===== src/rtl/intdiv_iter.sv =====
// Iterative radix-2 restoring integer divider, DIVCOPIES steps per cycle.
// Signed or unsigned, returns quotient or remainder; divide-by-zero completes immediately.
module intdiv_iter #(
   parameter int XLEN      = 32,
   parameter int DIVCOPIES = 4
) (
   input  logic            clk,
   input  logic            reset,
   input  logic            Start,
   input  logic            Signed,
   input  logic            RemOp,
   input  logic [XLEN-1:0] X,
   input  logic [XLEN-1:0] D,
   input  logic            Flush,
   output logic            Busy,
   output logic            Done,
   output logic [XLEN-1:0] Result
);

   localparam int N  = XLEN / DIVCOPIES;
   localparam int CW = $clog2(N + 1);
   localparam logic [CW-1:0] LAST = CW'(N - 1);

   typedef enum logic [1:0] {IDLE, BUSY, DONE} state_t;

   state_t          state;
   logic [XLEN-1:0] w, xq, dabsb;
   logic            signed_q, remop_q, signx, signd;
   logic [CW-1:0]   cnt;

   logic [XLEN-1:0] xabs, dabs;
   logic [XLEN-1:0] wc  [DIVCOPIES+1];
   logic [XLEN-1:0] xqc [DIVCOPIES+1];
   logic [XLEN:0]   wsh [DIVCOPIES];
   logic [XLEN+1:0] sum [DIVCOPIES];
   logic [DIVCOPIES-1:0] unused_summsb;
   logic [XLEN-1:0] qfin, rfin, resfin;

   assign xabs = (Signed & X[XLEN-1]) ? -X : X;
   assign dabs = (Signed & D[XLEN-1]) ? -D : D;

   // Shifted partial remainder needs XLEN+1 bits since |D| may reach 2^XLEN-1;
   // after the restore/subtract choice it always fits back into XLEN bits.
   always_comb begin
      wc[0]  = w;
      xqc[0] = xq;
      unused_summsb = '0;
      for (int unsigned i = 0; i < DIVCOPIES; i++) begin
         wsh[i] = {wc[i], xqc[i][XLEN-1]};
         sum[i] = {1'b0, wsh[i]} + {2'b01, dabsb} + (XLEN+2)'(1);
         unused_summsb[i] = sum[i][XLEN];
         wc[i+1]  = sum[i][XLEN+1] ? sum[i][XLEN-1:0] : wsh[i][XLEN-1:0];
         xqc[i+1] = {xqc[i][XLEN-2:0], sum[i][XLEN+1]};
      end
   end

   assign qfin   = xqc[DIVCOPIES];
   assign rfin   = wc[DIVCOPIES];
   assign resfin = remop_q ? ((signed_q & signx) ? -rfin : rfin)
                           : ((signed_q & (signx ^ signd)) ? -qfin : qfin);

   assign Busy = (state == BUSY);
   assign Done = (state == DONE);

   always_ff @(posedge clk) begin
      if (reset) begin
         state    <= IDLE;
         cnt      <= '0;
         Result   <= '0;
         w        <= '0;
         xq       <= '0;
         dabsb    <= '0;
         signed_q <= 1'b0;
         remop_q  <= 1'b0;
         signx    <= 1'b0;
         signd    <= 1'b0;
      end else if (Flush) begin
         state <= IDLE;
      end else begin
         case (state)
            IDLE: if (Start) begin
               signed_q <= Signed;
               remop_q  <= RemOp;
               signx    <= Signed & X[XLEN-1];
               signd    <= Signed & D[XLEN-1];
               w        <= '0;
               xq       <= xabs;
               dabsb    <= ~dabs;
               cnt      <= '0;
               if (D == '0) begin
                  state  <= DONE;
                  Result <= RemOp ? X : '1;
               end else begin
                  state <= BUSY;
               end
            end
            BUSY: begin
               w   <= wc[DIVCOPIES];
               xq  <= xqc[DIVCOPIES];
               cnt <= cnt + 1'b1;
               if (cnt == LAST) begin
                  state  <= DONE;
                  Result <= resfin;
               end
            end
            DONE:    state <= IDLE;
            default: state <= IDLE;
         endcase
      end
   end

endmodule


===== config.mk =====
export PLATFORM = sky130hd
export DESIGN_NAME = intdiv_iter
export DESIGN_NICKNAME = d
export VERILOG_FILES = /design/src/rtl/intdiv_iter.sv
export SDC_FILE = /design/constraint.sdc
export NUM_CORES = 1
export LEC_CHECK = 0
export CAP_MARGIN = 20
export CORE_MARGIN = 5
export CORE_UTILIZATION = 35
export CTS_CLUSTER_DIAMETER = 40
export DETAILED_ROUTE_END_ITERATION = 12
export PLACE_DENSITY_LB_ADDON = 0.1
export SKIP_LAST_GASP = 1
export SLEW_MARGIN = 30
export SYNTH_ARGS = -nofsm -noshare
export SYNTH_HDL_FRONTEND = slang
export SYNTH_SLANG_ARGS = --single-unit

===== constraint.sdc =====
create_clock -name clk -period 16.1 [get_ports clk]
set_input_delay 3.22 -clock clk [delete_from_list [all_inputs] [get_ports clk]]
set_output_delay 3.22 -clock clk [all_outputs]
set_load 0.01 [all_outputs]

==> results.toml, run 1 <==
[setup_path]
crit_path_end = "Result[28]"
cp-end-kind = "flip-flop"
start_kind = "flip-flop"
cp_slowest_cell = "a311oi_2"
critPathArrivalTime_ns = 15.59
worst-path-max-fanout = 30
r2r_start = "dabsb[8]"
regToRegSetupSlack_ns = 0.85
path_class = "flip-flop to flip-flop"
r2r_cells = 50
slowest_delay_ns = 0.67
crit_path_frequent_cell = "ha_1"
reg2reg_to = "Result[28]"
crit_start = "dabsb[8]"
required_ns = 16.44

[layout]
final_nets = 2630
final_cell_mix = "a21oi_1 (280), nor2_1 (277), nand2_1 (250)"
drive_gt1_share_pct = 6.91
layout_commonest_cell = "a21oi_1"
design_area_sq_um = 19400
area.sequential_sq_um = 2760
fill_cells = 5079
final_cells = 3050
areaGrowthSynthToFinish_pct = 13.9
multi_input_area_sq_um = 13600

[clock_network]
cts_tree = "built"
numCtsBuffers = 17
clk_pin_slew_ns = 0.07
clockBufferDepth = 2
clk_latency_ns = 0.50
post-cts-setup-buffers = 0
root_buffer = "clkbuf_16"
htreeDepth = 4
cts_num_sinks = 138

[synth]
synthesis.nets = 2578
synth_edf_count = 0
ys.flop_type = "dfxtp_1"
postSynthCellCount = 2371
synth_cell_types = 104
muxShareOfSynthArea_pct = 4.84
yosys.area.top_type = "dfxtp_1"
synth.area.top_cells = "dfxtp_1 (16%), ha_1 (9.8%), a21oi_1 (8.3%), nor2_1 (6.1%), nand2_1 (5.5%)"
synth_seq_cells = 138
synth_top_family_by_area = "compound AO/OA/AOI/OAI gates"
synth_top_area_share_pct = 16.2
netlist_area_sq_um = 17000
synth_xor_area_share_pct = 11.2
ys_seq_area_share_pct = 16.2
synth-simple-area-share_pct = 22.7
ys_warn_count = 0
postSynthAreaPerCell_sq_um = 7.18
synth_compound_area_share_pct = 30.7
synth-adder-area-share_pct = 10.2
synth_async_sr_flop_share_pct = 0

[global_route]
grt_pass1_wl_um = 108000
grt_start_max_net_pins = 77
grt_antenna_before_repair = 2
grt_pass1_vias = 17311
grt_overflow = 0
grtUsageTotal_pct = 26.5

[timing]
fin_crit_ns = 15.25
skew_ns = 0.0265
fmax_ghz = 0.0656
fin_crit_sh_pct = 94.7
setup_tns_ns = 0
rsz0062_at_grt = "no"
fin_ws_ns = 0.846
setup-violations-final = 0
slew_viol_final = 0
worstMarginPinSlew_ns = 0.995
hold_viol_final = 0
slew_headroom_pct = 32.8

[die]
pin_count = 104
rows = 80
die_x_um = 231
fp.coreArea_sq_um = 47900
start_util_pct = 35.5
die_h_um = 231
dieArea_sq_um = 53100

[placement]
place.gp.congestion = 1.02
dp.cells = 3018
placed_area_sq_um = 18700
dp_slack_ns = 0.887
io_buffers = 103
hpwl_um = 58400

[detailed_routing]
first_iter_violations = 1456
antenna_left = 0
route.detailed.drc = 0
wl_met3_um = 5100
num_vias = 18385
wl_per_cell_um = 23.9
met2_length_um = 32600
met1Wirelength_um = 32700
wl_um = 72900
dr.pass1.iters = 6
vias_per_cell = 6.03
highest_layer = "met4"

[run]
cap_violations = 0

[power_and_ir_drop]
vdd_ir_drop_max_v = 0.0000681
p_per_area_nw_per_um2 = 55.2
power_leakage_nw = 8.23

[hold_path]
min_path_type = "flip-flop to flip-flop"

[run_status]
status = "completed"
critical path, delay by kind of cell (launching register included):
kind	cells	cell delay, ns
AO/OA/AOI/OAI	23	7.03
adder cells (fa/ha/maj)	5	1.75
buffers and inverters	5	0.95
flip-flops	1	0.47
multiplexers	3	1.05
AND/OR/NAND/NOR	14	3.77
worst min-delay path by stage:
stage,from,endpoint,slack [ns],cells after the start
floorplan,signd,signd,0.45,2
global placement,Result[2],Result[2],0.45,2
detailed placement,Result[2],Result[2],0.45,2
CTS,Result[2],Result[2],0.46,2
global route,Result[13],Result[13],0.49,2
finish,Result[2],Result[2],0.46,2
metrics by stage:
stage	hold WS (ns)	utilization, %	power [mW]
3_3_place_gp	0.447	39.0	0.624
6_report	0.458	40.4	1.07
3_5_place_dp	0.449	39.0	0.624
4_1_cts	0.461	40.3	1.08
5_1_grt	0.487	40.4	1.11
2_1_floorplan	0.448	-	0.529
cells by family after synthesis:
group           after synthesis
simple gates                828
fa+ha+maj                   137
mux                          78
compound gates              802
xor+xnor                    215
flops                       138
buf+inv                     173
layout make-up:
| type | instances | share of cell area, % |
|---|---|---|
| tap | 615 | 3.97 |
| clock inverter | 11 | 1.00 |
| inverter | 62 | 1.23 |
| antenna | 2 | 0.0258 |
| sequential | 138 | 14.2 |
| multi-input combinational | 2060 | 70.3 |
| timing repair buffer | 144 | 6.99 |
| clock buffer | 18 | 2.26 |
power breakdown:
part | total (mW) | internal, mW | switching, mW
combinational | 0.241 | 0.0929 | 0.148
clock | 0.450 | 0.276 | 0.174
sequential | 0.381 | 0.354 | 0.0264
per-layer routing:
layer	global-route usage, %	vias to the layer above
met1	36.1	8750
met4	10.1	0
met5	0	-
met3	5.15	124
met2	41.5	687
li1	-	8824
registers in the layout (all words and copies together), names as in the netlist:
signal,count
remop_q,1
signx,1
state,2
signed_q,1
Result,32
cnt,4
signd,1
dabsb,32
xq,32
w,32
synthesized netlist by cell type (20+ instances only):
master and count:
a211oi_1 54, a21o_1 58, a21oi_1 281, a22oi_1 24, a31oi_1 20, and2_1 21
and3_1 21, clkbuf_1 86, dfxtp_1 138, ha_1 133, inv_1 58, mux2_2 30
mux2i_1 47, nand2_1 250, nand2b_1 25, nand3_1 39, nor2_1 278, nor3_1 56
nor4_1 20, o21a_1 21, o21ai_0 136, o221ai_1 22, o31ai_1 24, xnor2_1 107
xor2_1 106
repair_timing:
action                     4_1_cts  5_1_grt
setup endpoints to repair        0        9
gates resized for setup          0        1
hold buffers                     0        0
Power figures use the tool's default switching activity.
==> inputs of run 2 (changes only) <==
- CORE_UTILIZATION: 35 -> 55
==> run 2 against run 1 <==
  * Global-route usage grew 12 points
  * Maximum frequency grew 0.60%
  * Register-to-register slack gained 0.09 ns
  * Combinational power grew 4%
  * Via count grew 3.9%
  * Sequential cell count is the same
  * Cell count shrank 7.1%
  * Critical path type unchanged
  * Critical path depth grew 2
  * Largest cell class unchanged
  * Clock-buffer cell count grew 4
==> results.toml, run 2 (synthesis gave the netlist of run 1 again) <==
[setup_path]
required_ns = 16.39
start_kind = "flip-flop"
worst-path-max-fanout = 27
path_class = "flip-flop to flip-flop"
slowest_delay_ns = 0.77
critPathArrivalTime_ns = 15.46
cp_slowest_cell = "a211oi_1"
crit_family = "compound AO/OA/AOI/OAI gates"
crit_path_frequent_cell = "ha_1"
crit_buf_inv = 6
cp-end-kind = "flip-flop"

[clock_network]
cts_tree = "built"
postCtsHoldBufs = 0
numCtsBuffers = 17
clockBufferDepth = 2
clk_pin_slew_ns = 0.06
clk_latency_ns = 0.45
cts_num_sinks = 138
cts_resized = 0
post-cts-setup-buffers = 0
root_buffer = "clkbuf_16"
htreeDepth = 4

[detailed_routing]
num_vias = 19107
wl_per_cell_um = 24.4
vias_per_cell = 6.75
antenna_left = 0
first_iter_violations = 2222
wl_um = 69000
route.detailed.drc = 0
dr.pass1.iters = 8

[placement]
io_buffers = 103
place.gp.congestion = 1.09
dp.cells = 2801
hpwl_um = 53900
dp_slack_ns = 1.13

[layout]
drive_gt1_share_pct = 6.73
layout_commonest_cell = "a21oi_1"
diodes = 0
final_cell_mix = "a21oi_1 (280), nor2_1 (277), nand2_1 (250)"
final_cells = 2832
final_nets = 2631
areaGrowthSynthToFinish_pct = 11.8

[timing]
skew_ns = 0.0192
slew_viol_final = 0
fmax_ghz = 0.0660
slew_headroom_pct = 26.7
setup_tns_ns = 0
hold_viol_final = 0
fin_crit_ns = 15.16
setup-violations-final = 0
whs_ns = 0.452
fin_ws_ns = 0.937
worstMarginPinSlew_ns = 1.09
fin_crit_sh_pct = 94.2
rsz0062_at_grt = "no"

[power_and_ir_drop]
p_per_area_nw_per_um2 = 54.1
power_leakage_nw = 8.21
vdd_ir_drop_max_v = 0.0000672

[global_route]
grt_pass1_vias = 17607
grtUsageTotal_pct = 38.8
grt_overflow = 0
grt_pass1_wl_um = 104000
grt_antenna_before_repair = 0
grt_start_max_net_pins = 98

[die]
start_util_pct = 55.6
die_x_um = 186
pin_count = 104
rows = 64
die_h_um = 186
fp.coreArea_sq_um = 30600
dieArea_sq_um = 34600

[run]
cap_violations = 0

[run_status]
status = "completed"

[hold_path]
min_path_type = "flip-flop to flip-flop"
[run 2: cell types whose count changed in the layout (fill, tap and decap cells not counted), sizes merged]
cell	previous run	this run
buf	42	43
bufinv	5	3
clkbuf	18	22
clkinv	5	8
clkinvlp	1	0
diode	2	0
inv	62	60
[run 2: tightest hold or removal path, cell delays in order, from the launching register on]
cell and delay (ns):
dfxtp_1 0.31, nand2_1 0.05, a21oi_1 0.05
[run 2: power breakdown]
group          switching [mW]  total (mW)  internal (mW)
clock network           0.162       0.404          0.241
logic                   0.155       0.251         0.0954
registers              0.0223       0.377          0.354
[run 2: path summary, 6_finish.rpt]
check / from / endpoint / slack, ns / depth (start not counted)
worst min register to register: dabsb[22] / dabsb[22] / 0.45 / 2
worst max register to register: dabsb[8] / Result[28] / 0.94 / 52
worst min-delay path: dabsb[22] / dabsb[22] / 0.45 / 2
worst max-delay path: dabsb[8] / Result[28] / 0.94 / 52
[run 2: final cells by class]
type	instances	area, sq um
clock buffer	22	444
clock inverter	9	124
fill	2870	11500
inverter	62	238
multi-input combinational	2060	13600
sequential	138	2760
tap	396	495
timing repair buffer	145	1360
[run 2: through the flow]
step / utilization (%) / instance area, sq um / power (mW)
6_report: 62.2 / 19000 / 1.03
5_1_grt: 62.2 / 19000 / 1.07
4_1_cts: 62.2 / 19000 / 1.02
3_5_place_dp: 60.4 / 18500 / 0.624
3_3_place_gp: 60.3 / 18500 / 0.621
2_1_floorplan: - / 17000 / 0.529
[run 2: per-layer routing]
metal  routed length, um  vias up  share of wire [%]  GRT usage, %
li1                    -     8811                  -             -
met1               26900     8883                 39          50.2
met2               30000     1174                 43          60.3
met3                8440      239                 12          10.9
met4                3700        0                5.4          17.3
met5                   0        -                  0             0
